===== config.mk =====
export PLATFORM = sky130hd
export DESIGN_NAME = decim_sched
export DESIGN_NICKNAME = d
export VERILOG_FILES = /design/src/rtl/decim_pkg.sv /design/src/rtl/rr_arbiter.sv /design/src/rtl/decim_sched.sv
export SDC_FILE = /design/constraint.sdc
export NUM_CORES = 1
export LEC_CHECK = 0
export ABC_AREA = 1
export CAP_MARGIN = 5
export CORE_MARGIN = 10
export CORE_UTILIZATION = 51
export CTS_BUF_LIST = sky130_fd_sc_hd__clkbuf_16
export CTS_CLUSTER_DIAMETER = 60
export DETAILED_ROUTE_END_ITERATION = 10
export PLACE_DENSITY = 0.82
export SYNTH_ARGS = -nofsm -noshare
export SYNTH_HDL_FRONTEND = slang
export SYNTH_HIERARCHICAL = 1
export SYNTH_SLANG_ARGS = --single-unit

===== constraint.sdc =====
create_clock -name clk -period 14.8 [get_ports clk]
set_clock_uncertainty 0.1 [all_clocks]
set_input_delay 2.96 -clock clk [delete_from_list [all_inputs] [get_ports clk]]
set_output_delay 2.96 -clock clk [all_outputs]
set_load 0.02 [all_outputs]

===== src/rtl/decim_pkg.sv =====
// Shared types and width helpers for the decimation scheduler.
package decim_pkg;
    typedef enum logic {RUN = 1'b0, DRAIN = 1'b1} decim_state_t;

    localparam int STAT_W = 16;

    function automatic int factor_w(input int max_factor);
        return $clog2(max_factor) + 1;
    endfunction

    function automatic int chan_w(input int num_ch);
        return (num_ch > 1) ? $clog2(num_ch) : 1;
    endfunction

    function automatic int clamp_factor(input int f, input int max_factor);
        if (f < 1) return 1;
        if (f > max_factor) return max_factor;
        return f;
    endfunction
endpackage


===== src/rtl/rr_arbiter.sv =====
// Combinational round-robin pick: first request at or above ptr, with wrap.
module rr_arbiter #(
    parameter int NUM_CH = 4,
    parameter int CW     = 2
) (
    input  logic [NUM_CH-1:0] req,
    input  logic [CW-1:0]     ptr,
    output logic [NUM_CH-1:0] grant,
    output logic [CW-1:0]     idx,
    output logic              any
);
    logic [2*NUM_CH-1:0] rot;
    int sel;
    int pos;

    always_comb begin
        rot   = {req, req} >> ptr;
        sel   = 0;
        any   = 1'b0;
        // Descending scan so the lowest rotated position wins.
        for (int j = NUM_CH - 1; j >= 0; j--) begin
            if (rot[j]) begin
                sel = j;
                any = 1'b1;
            end
        end
        pos = int'(ptr) + sel;
        if (pos >= NUM_CH) pos = pos - NUM_CH;
        idx   = CW'(pos);
        grant = '0;
        for (int i = 0; i < NUM_CH; i++) grant[i] = any && (idx == CW'(i));
    end
endmodule


===== src/rtl/decim_sched.sv =====
// Round-robin shared decimator with per-channel phase and runtime factor reload.
// Optional per-channel kept/drop statistics when DECIM_SCHED_STATS_EN is defined.
module decim_sched
    import decim_pkg::*;
#(
    parameter int  NUM_CH         = 4,
    parameter int  WIDTH          = 16,
    parameter int  MAX_FACTOR     = 16,
    parameter int  DEFAULT_FACTOR = 4,
    localparam int FW             = factor_w(MAX_FACTOR),
    localparam int CW             = chan_w(NUM_CH)
) (
    input  logic                           clk,
    input  logic                           rst,
    input  logic                           en,
    input  logic                           cfg_load,
    input  logic [FW-1:0]                  cfg_factor,
    output logic                           cfg_busy,
    input  logic [NUM_CH-1:0]              ch_valid,
    input  logic [NUM_CH-1:0][WIDTH-1:0]   ch_data,
    output logic [NUM_CH-1:0]              ch_ready,
    output logic                           out_valid,
    input  logic                           out_ready,
    output logic signed [WIDTH-1:0]        out_data,
    output logic [CW-1:0]                  out_ch
`ifdef DECIM_SCHED_STATS_EN
    ,
    input  logic [CW-1:0]                  stat_sel,
    output logic [STAT_W-1:0]              stat_kept,
    output logic [STAT_W-1:0]              stat_drop
`endif
);
    decim_state_t state, state_nxt;
    logic [FW-1:0] factor, pend_factor;
    logic [NUM_CH-1:0][FW-1:0] phase;
    logic [CW-1:0] rr_ptr, gidx, ptr_nxt;
    logic [NUM_CH-1:0] req, gnt;
    logic any, keep, accept, apply_cfg;

    assign req = (!rst && state == RUN && en) ? ch_valid : '0;

    rr_arbiter #(.NUM_CH(NUM_CH), .CW(CW)) u_arb (
        .req   (req),
        .ptr   (rr_ptr),
        .grant (gnt),
        .idx   (gidx),
        .any   (any)
    );

    // A drop never touches the output register, so only a keep can stall.
    assign keep     = (phase[gidx] == factor - FW'(1));
    assign accept   = any && (!keep || !out_valid || out_ready);
    assign ch_ready = accept ? gnt : '0;
    assign ptr_nxt  = (gidx == CW'(NUM_CH - 1)) ? '0 : gidx + CW'(1);

    always_ff @(posedge clk) begin
        if (rst) state <= RUN;
        else     state <= state_nxt;
    end

    always_comb begin
        state_nxt = state;
        apply_cfg = 1'b0;
        cfg_busy  = (state == DRAIN);
        case (state)
            RUN:   if (cfg_load) state_nxt = DRAIN;
            DRAIN: if (!cfg_load && !out_valid) begin
                state_nxt = RUN;
                apply_cfg = 1'b1;
            end
            default: state_nxt = RUN;
        endcase
    end

    always_ff @(posedge clk) begin
        if (rst) begin
            factor      <= FW'(DEFAULT_FACTOR);
            pend_factor <= FW'(DEFAULT_FACTOR);
            phase       <= '0;
            rr_ptr      <= '0;
            out_valid   <= 1'b0;
            out_data    <= '0;
            out_ch      <= '0;
        end else begin
            if (cfg_load) pend_factor <= cfg_factor;
            if (apply_cfg) begin
                factor <= FW'(clamp_factor(int'(pend_factor), MAX_FACTOR));
                phase  <= '0;
            end else if (accept) begin
                phase[gidx] <= keep ? '0 : phase[gidx] + FW'(1);
            end
            if (accept) rr_ptr <= ptr_nxt;
            if (accept && keep) begin
                out_valid <= 1'b1;
                out_data  <= $signed(ch_data[gidx]);
                out_ch    <= gidx;
            end else if (out_ready) begin
                out_valid <= 1'b0;
            end
        end
    end

`ifdef DECIM_SCHED_STATS_EN
    logic [NUM_CH-1:0][STAT_W-1:0] kept_cnt, drop_cnt;

    always_ff @(posedge clk) begin
        if (rst || apply_cfg) begin
            kept_cnt <= '0;
            drop_cnt <= '0;
        end else if (accept) begin
            if (keep && kept_cnt[gidx] != '1)  kept_cnt[gidx] <= kept_cnt[gidx] + 1'b1;
            if (!keep && drop_cnt[gidx] != '1) drop_cnt[gidx] <= drop_cnt[gidx] + 1'b1;
        end
    end

    always_ff @(posedge clk) begin
        if (rst) begin
            stat_kept <= '0;
            stat_drop <= '0;
        end else begin
            stat_kept <= kept_cnt[stat_sel];
            stat_drop <= drop_cnt[stat_sel];
        end
    end
`else
    // Statistics compiled out; core path above is unchanged.
`endif
endmodule


# --- After elaboration in Yosys (flattened, before gate mapping) ---
# Index checks and enable logic that the tools add are counted.
op_classes:
  bitwise: 1
  addsub: 5
  muxes: 38
  magnitude_cmp: 5
  shift: 1
  eq_ne: 4
  reduce_logical: 19
ops:
  columns: ["op", "n"]
  rows:
  - ["binary-select mux 16 bit (select 2 bit)", 1]
  - ["2-to-1 mux 5 bit", 6]
  - ["bitwise mux 20 bit", 1]
  - ["2-to-1 mux 1 bit", 18]
  - ["2-to-1 mux 16 bit", 1]
  - ["2-to-1 mux 2 bit", 6]
  - ["binary-select mux 5 bit (select 2 bit)", 1]
  - ["demux 5 bit (select 2 bit)", 1]
  - ["logical AND 1 bit", 10]
  - ["2-to-1 mux 4 bit", 2]
  - [">> shifter 8 x 2 -> 4 bit", 1]
  - ["adder 5 x 1 -> 5 bit, second input constant", 1]
  - ["== test 5 bit", 1]
  - ["> comparator 5 bit, second input constant", 1]
  - ["less-than comparator 5 x 1 -> 1 bit, second input constant", 1]
  - ["subtractor 5 x 1 -> 5 bit, second input constant", 1]
  - ["== test 2 bit, second input constant", 2]
  - ["logical NOT 1 bit", 4]
  - ["adder 2 x 2 -> 3 bit", 1]
  - ["greater-or-equal comparator 3 bit, second input constant", 1]
  - ["less-than comparator 2 x 3 -> 1 bit, second input constant", 1]
  - ["adder 2 x 1 -> 2 bit, second input constant", 1]
  - ["== test 2 x 1 -> 1 bit, second input constant", 1]
  - ["greater-or-equal comparator 2 x 1 -> 1 bit, second input constant", 1]
  - ["other kinds (7)", 8]
totals:
  regBits: 52
  inputBits: 78
  output_inout_bits: 24
  word_cells: 84

# --- Longest topological paths before layout ---
depth:
  depth_word: 21
  mapped_depth: 28

# --- By module ---
# The synthesis kept the hierarchy.
modules_own_cells:
  columns: ["mod", "cells_per_inst", "area_per_inst_um2", "n_inst"]
  rows:
  - ["decim_sched", 491, 3090.5, 1]
  - ["rr_arbiter", 43, 261.5, 1]

# --- Least setup slack after synthesis ---
# OpenSTA, ideal clock, no wires.
synth_timing:
  path_type: "input -> output"
  startpoint: "input port rst"
  endpoint: "output port ch_ready[0]"
  path_buffers: 3
  required_ps: 11740
  cell_stages: 25
  arrival_time_ps: 5807
  slack_ps: 5933
  cell_sequence: "clkbuf_1 -> nor2_1 -> nand2_1 -> nor2_1 -> nand2_1 -> nand3_1 -> nand2_1 -> nand3_1 -> a21boi_0 -> ha_1 -> xnor2_1 -> inv_1 -> nand2_4 -> nand2_4 -> buf_6 -> inv_2 -> buf_4 -> nand3_1 -> nand2_2 -> nand2_1 -> nand2_1 -> nor2_4 -> nand3_2 -> nand2_2 -> nor2_1"
synth_via:
  elab_chain_cells: 20
synth_rtl:
  columns: ["item", "line", "source"]
  rows:
  - ["start, declared", "decim_sched.sv:14", "input logic rst,"]
  - ["logical NOT 1 bit (*)", "decim_sched.sv:40", "assign req = (!rst && state == RUN && en) ? ch_valid : '0;"]
  - ["logical AND 1 bit (*) (2 in series)", "decim_sched.sv:40", null]
  - ["2-to-1 mux 4 bit (*)", "decim_sched.sv:40", null]
  - ["net req[1]", "decim_sched.sv:37", "logic [NUM_CH-1:0] req, gnt;"]
  - [">> shifter 8 x 2 -> 4 bit (*)", "rr_arbiter.sv:17", "rot = {req, req} >> ptr;"]
  - ["2-to-1 mux 2 bit (3 in series)", "rr_arbiter.sv:22", "if (rot[j]) begin"]
  - ["2-to-1 mux 2 bit (*)", "rr_arbiter.sv:22", null]
  - ["adder 2 x 2 -> 3 bit (*)", "rr_arbiter.sv:27", "pos = int'(ptr) + sel;"]
  - ["[2 not listed]", null, null]
  - ["net gidx[1]", "decim_sched.sv:36", "logic [CW-1:0] rr_ptr, gidx, ptr_nxt;"]
  - ["binary-select mux 5 bit (select 2 bit)", "decim_sched.sv:51", "assign keep = (phase[gidx] == factor - FW'(1));"]
  - ["2-to-1 mux 5 bit (implied by the code)", "decim_sched.sv:51", null]
  - ["== test 5 bit", "decim_sched.sv:51", null]
  - ["logical NOT 1 bit", "decim_sched.sv:52", "assign accept = any && (!keep || !out_valid || out_ready);"]
  - ["logical OR 1 bit (2 in series)", "decim_sched.sv:52", null]
  - ["logical AND 1 bit", "decim_sched.sv:52", null]
  - ["2-to-1 mux 4 bit (*)", "decim_sched.sv:53", "assign ch_ready = accept ? gnt : '0;"]
  - ["end, declared", "decim_sched.sv:21", "output logic [NUM_CH-1:0] ch_ready,"]
# The timed path passes the listed nets; every way through them passes the cells marked *. The select of a mux whose other input is x is not followed.

# --- Worst setup path after layout ---
layout_timing:
  startpoint: "input port rst"
  endpoint: "output port ch_ready[2]"
# The elaborated chain is that of the path after synthesis.

==> flow_summary.toml <==
[clock_network]
htree_levels = 2
cts_buffer_depth = 2
cts_buffers = 5
ctsResizeCount = 0
cts_tree = "done"
hold_buffers = 0
clkSinkCount = 52
cts_root_buf = "clkbuf_16"
path_clk_slew_ns = 0.07
post-cts-setup-buffer-count = 0
clock_latency_ns = 0.29

[setup_path]
r2r_cells = 22
timing.rr.start = "cfg_busy"
cp.arrival_ns = 7.46
path_cells = "clkdlybuf4s50_1 -> buf_4 -> nor2_1 -> nand2_1 -> nor2_1 -> nand2_1 -> nand3_1 -> nand2_1 -> nand3_1 -> a21boi_0 -> ha_1 -> buf_4 -> inv_4 -> nand2_1 -> nand3_1 -> nand2_1 -> nand2_1 -> nand2_1 -> nand2_1 -> nor2_4 -> nand3_2 -> nand2_2 -> nor2_1 -> clkdlybuf4s50_1"
critPathSlowestCell = "ha_1"
cp-end-kind = "primary output"
worstReg2RegEnd = "out_data[1]"
critPathMostFrequentCell = "nand2_1"
required_ns = 11.74
path_class = "input pin to primary output"
start_kind = "input pin"
cp_slowest_stage_delay_ns = 0.77
startpoint = "rst"
crit_path_max_fanout = 44
r2r_slack_ns = 10.18

[power_and_ir_drop]
powerDensity_nw_per_um2 = 210
seqPwrFrac_pct = 20.3
p_comb_share_pct = 67.6
power_switching_mw = 0.488
power_frac_clock_pct = 12.1
p_int_mw = 0.457
netSwitchingFraction_pct = 51.7
p_leak_nw = 2.01
ir_worst_vdd_mv = 0.159

[yosys]
netlist.area_leader.share_pct = 31.1
synth_area_leaders = "dfxtp_1 31%, nand2_1 18%, nor2_1 9.1%"
syn_avg_cell_area_um2 = 6.28
async_flop_share_pct = 0
synth-main-ff-cell = "dfxtp_1"
synth_edf_count = 0
synth_area_um2 = 3350
yosysWarningCount = 6
synth_cell_types = 37
synth_cells = 534
ys_seq_elements = 52
yosysTopAreaCell = "dfxtp_1"
seq_area_frac_synth_pct = 31.1
synth_nets = 619

[global_route]
grt_pass1_wl_mm = 15.9
track_usage_pct = 18.6
grt_max_degree = 45
grt_antenna_before_repair = 0
grt_pass1_vias = 3468
overflow = 0

[sta]
rsz0062_at_grt = "no"
post-route-period-util_pct = 71.1
finalSetupTns_ns = 0
slew_headroom_pct = 51.0
setup_viol = 0
period_needed_ns = 10.52
maxSlewViolCount = 0
max_slew.worst_pin.slew_ns = 0.735
setup_ws_ns = 4.28
fmax_ghz = 0.0950
hold_viol_final = 0

[floorplanning]
die-area_um2 = 10200
rows = 29
core_um2 = 6350
fp.dieW_um = 101
start_util_pct = 52.8
die_height_um = 101
io-pin-count = 102

[route]
routedWlPerCell_um = 14.3
via_per_inst = 5.33
drt_iter0_markers = 281
routed_wl_mm = 9.98
remaining_drc_errors = 0
vias = 3728
drtPass1Iterations = 5
postRouteAntennaNets = 0

[finish]
seqCellArea_um2 = 1040
area_delta_synth_final_pct = 33.9
instances_no_fill = 700
fillers = 551
drive_gt1_share_pct = 7.87
nets = 707
multi_input_area_um2 = 1930
diodes = 0
design_area_um2 = 4490
post-route-util_pct = 70.7

[placed_design]
placed_cells = 692
pre_cts_ws_ns = 4.36
dpl.hpwl_mm = 7.69
routabilityCongestion = 0.847
postPlaceCellArea_um2 = 4350
io_buffer_count = 101

[worst_hold_path]
whs_path_depth = 2
hold_end = "out_ch[0]"
hold_path_class = "register to register"
min_from = "out_ch[0]"

[flow_run]
max_cap_violations = 0

[status]
status = "complete, no violations"
## worst max-delay path by stage
stage	slack, ns	endpoint	cells after the start
floorplan	5.93	ch_ready[0]	25
global placement	4.51	ch_ready[0]	24
detailed placement	4.36	ch_ready[2]	24
CTS	4.34	ch_ready[2]	24
global route	3.90	ch_ready[2]	24
finish	4.28	ch_ready[2]	24
## layout by cell type (no fill, tap or decap)
cell	n
xor2_1	3
clkbuf_16	5
nand4_1	7
xnor2_1	2
nand3_2	8
nor3_1	1
ha_1	7
nand3_1	26
inv_4	1
dfxtp_1	52
o21ai_0	28
o22ai_1	10
clkinv_1	1
a21oi_2	1
nor2_2	3
inv_2	5
clkinv_2	3
nand2_4	4
a32o_1	6
clkinv_4	2
nand2_1	158
buf_4	3
a21oi_1	33
a21boi_0	1
a211oi_1	1
clkdlybuf4s50_1	101
and2_1	1
nor2_4	1
nor2_1	81
nand3_4	1
a31oi_1	1
nand2_2	11
nand3b_1	1
nand4_2	1
inv_1	53
## registers in the layout, summed over array words and instances, names as in the netlist
name / count
rr_ptr: 2
out_ch: 2
out_data: 16
phase: 20
factor: 5
cfg_busy: 1
pend_factor: 5
out_valid: 1
## synth_stat cells (2+ instances only)
cell type	n
nand2_1	158
nor2_1	81
inv_1	53
dfxtp_1	52
a21oi_1	33
o21ai_0	28
nand3_1	26
clkbuf_1	11
nand2_2	11
o22ai_1	10
nand3_2	8
ha_1	7
nand4_1	7
a32o_1	6
buf_6	5
inv_2	5
nand2_4	4
buf_1	3
buf_4	3
nor2_2	3
xor2_1	3
xnor2_1	2
## area by class of cell
type	count	area share, %
multi-input cells	397	43.1
flip-flops and latches	52	23.2
repair buffers	104	23.0
inverters	62	5.38
clock buffers	5	2.79
well taps	77	2.15
clock inverters	3	0.418
## power by group through the flow
stage	logic [mW]	clock network [mW]	registers, mW
2_1_floorplan	0.494	0	0.201
3_3_place_gp	0.615	0	0.193
3_5_place_dp	0.630	0	0.194
4_1_cts	0.634	0.116	0.191
5_1_grt	0.717	0.123	0.196
6_report	0.639	0.115	0.192
## critical path: cells and delay by family
family | cells | cell delay (ns)
compound gates | 1 | 0.08
simple gates | 17 | 1.86
fa+ha+maj | 1 | 0.77
buf+inv | 5 | 1.77
## routing by layer
layer | share of wire (%) | vias to the layer above | routed length (um) | global-route usage (%)
met4 | 2.3 | 0 | 231 | 6.32
li1 | - | 1868 | - | -
met2 | 49 | 133 | 4880 | 31.0
met1 | 42 | 1705 | 4150 | 22.3
met5 | 0 | - | 0 | 0
met3 | 7.2 | 22 | 722 | 5.28
## metrics by stage
| step | hold slack [ns] | total power [mW] |
|---|---|---|
| finish | 0.367 | 0.945 |
| global route | 0.382 | 1.04 |
| CTS | 0.369 | 0.942 |
| detailed placement | 0.358 | 0.825 |
| global placement | 0.352 | 0.809 |
| floorplan | 0.349 | 0.694 |
## cells by family after synthesis
kind of cell / count (synthesis) / share of synthesized area (%)
xor gates and xnor gates: 5 / 1.31
and+or+nand+nor: 304 / 40.1
buffers and inverters: 85 / 11.3
AOI/OAI and AO/OA: 81 / 13.7
adders and majority gates: 7 / 2.61
DFF: 52 / 31.1
No activity file was read; power rests on OpenSTA's default activity.
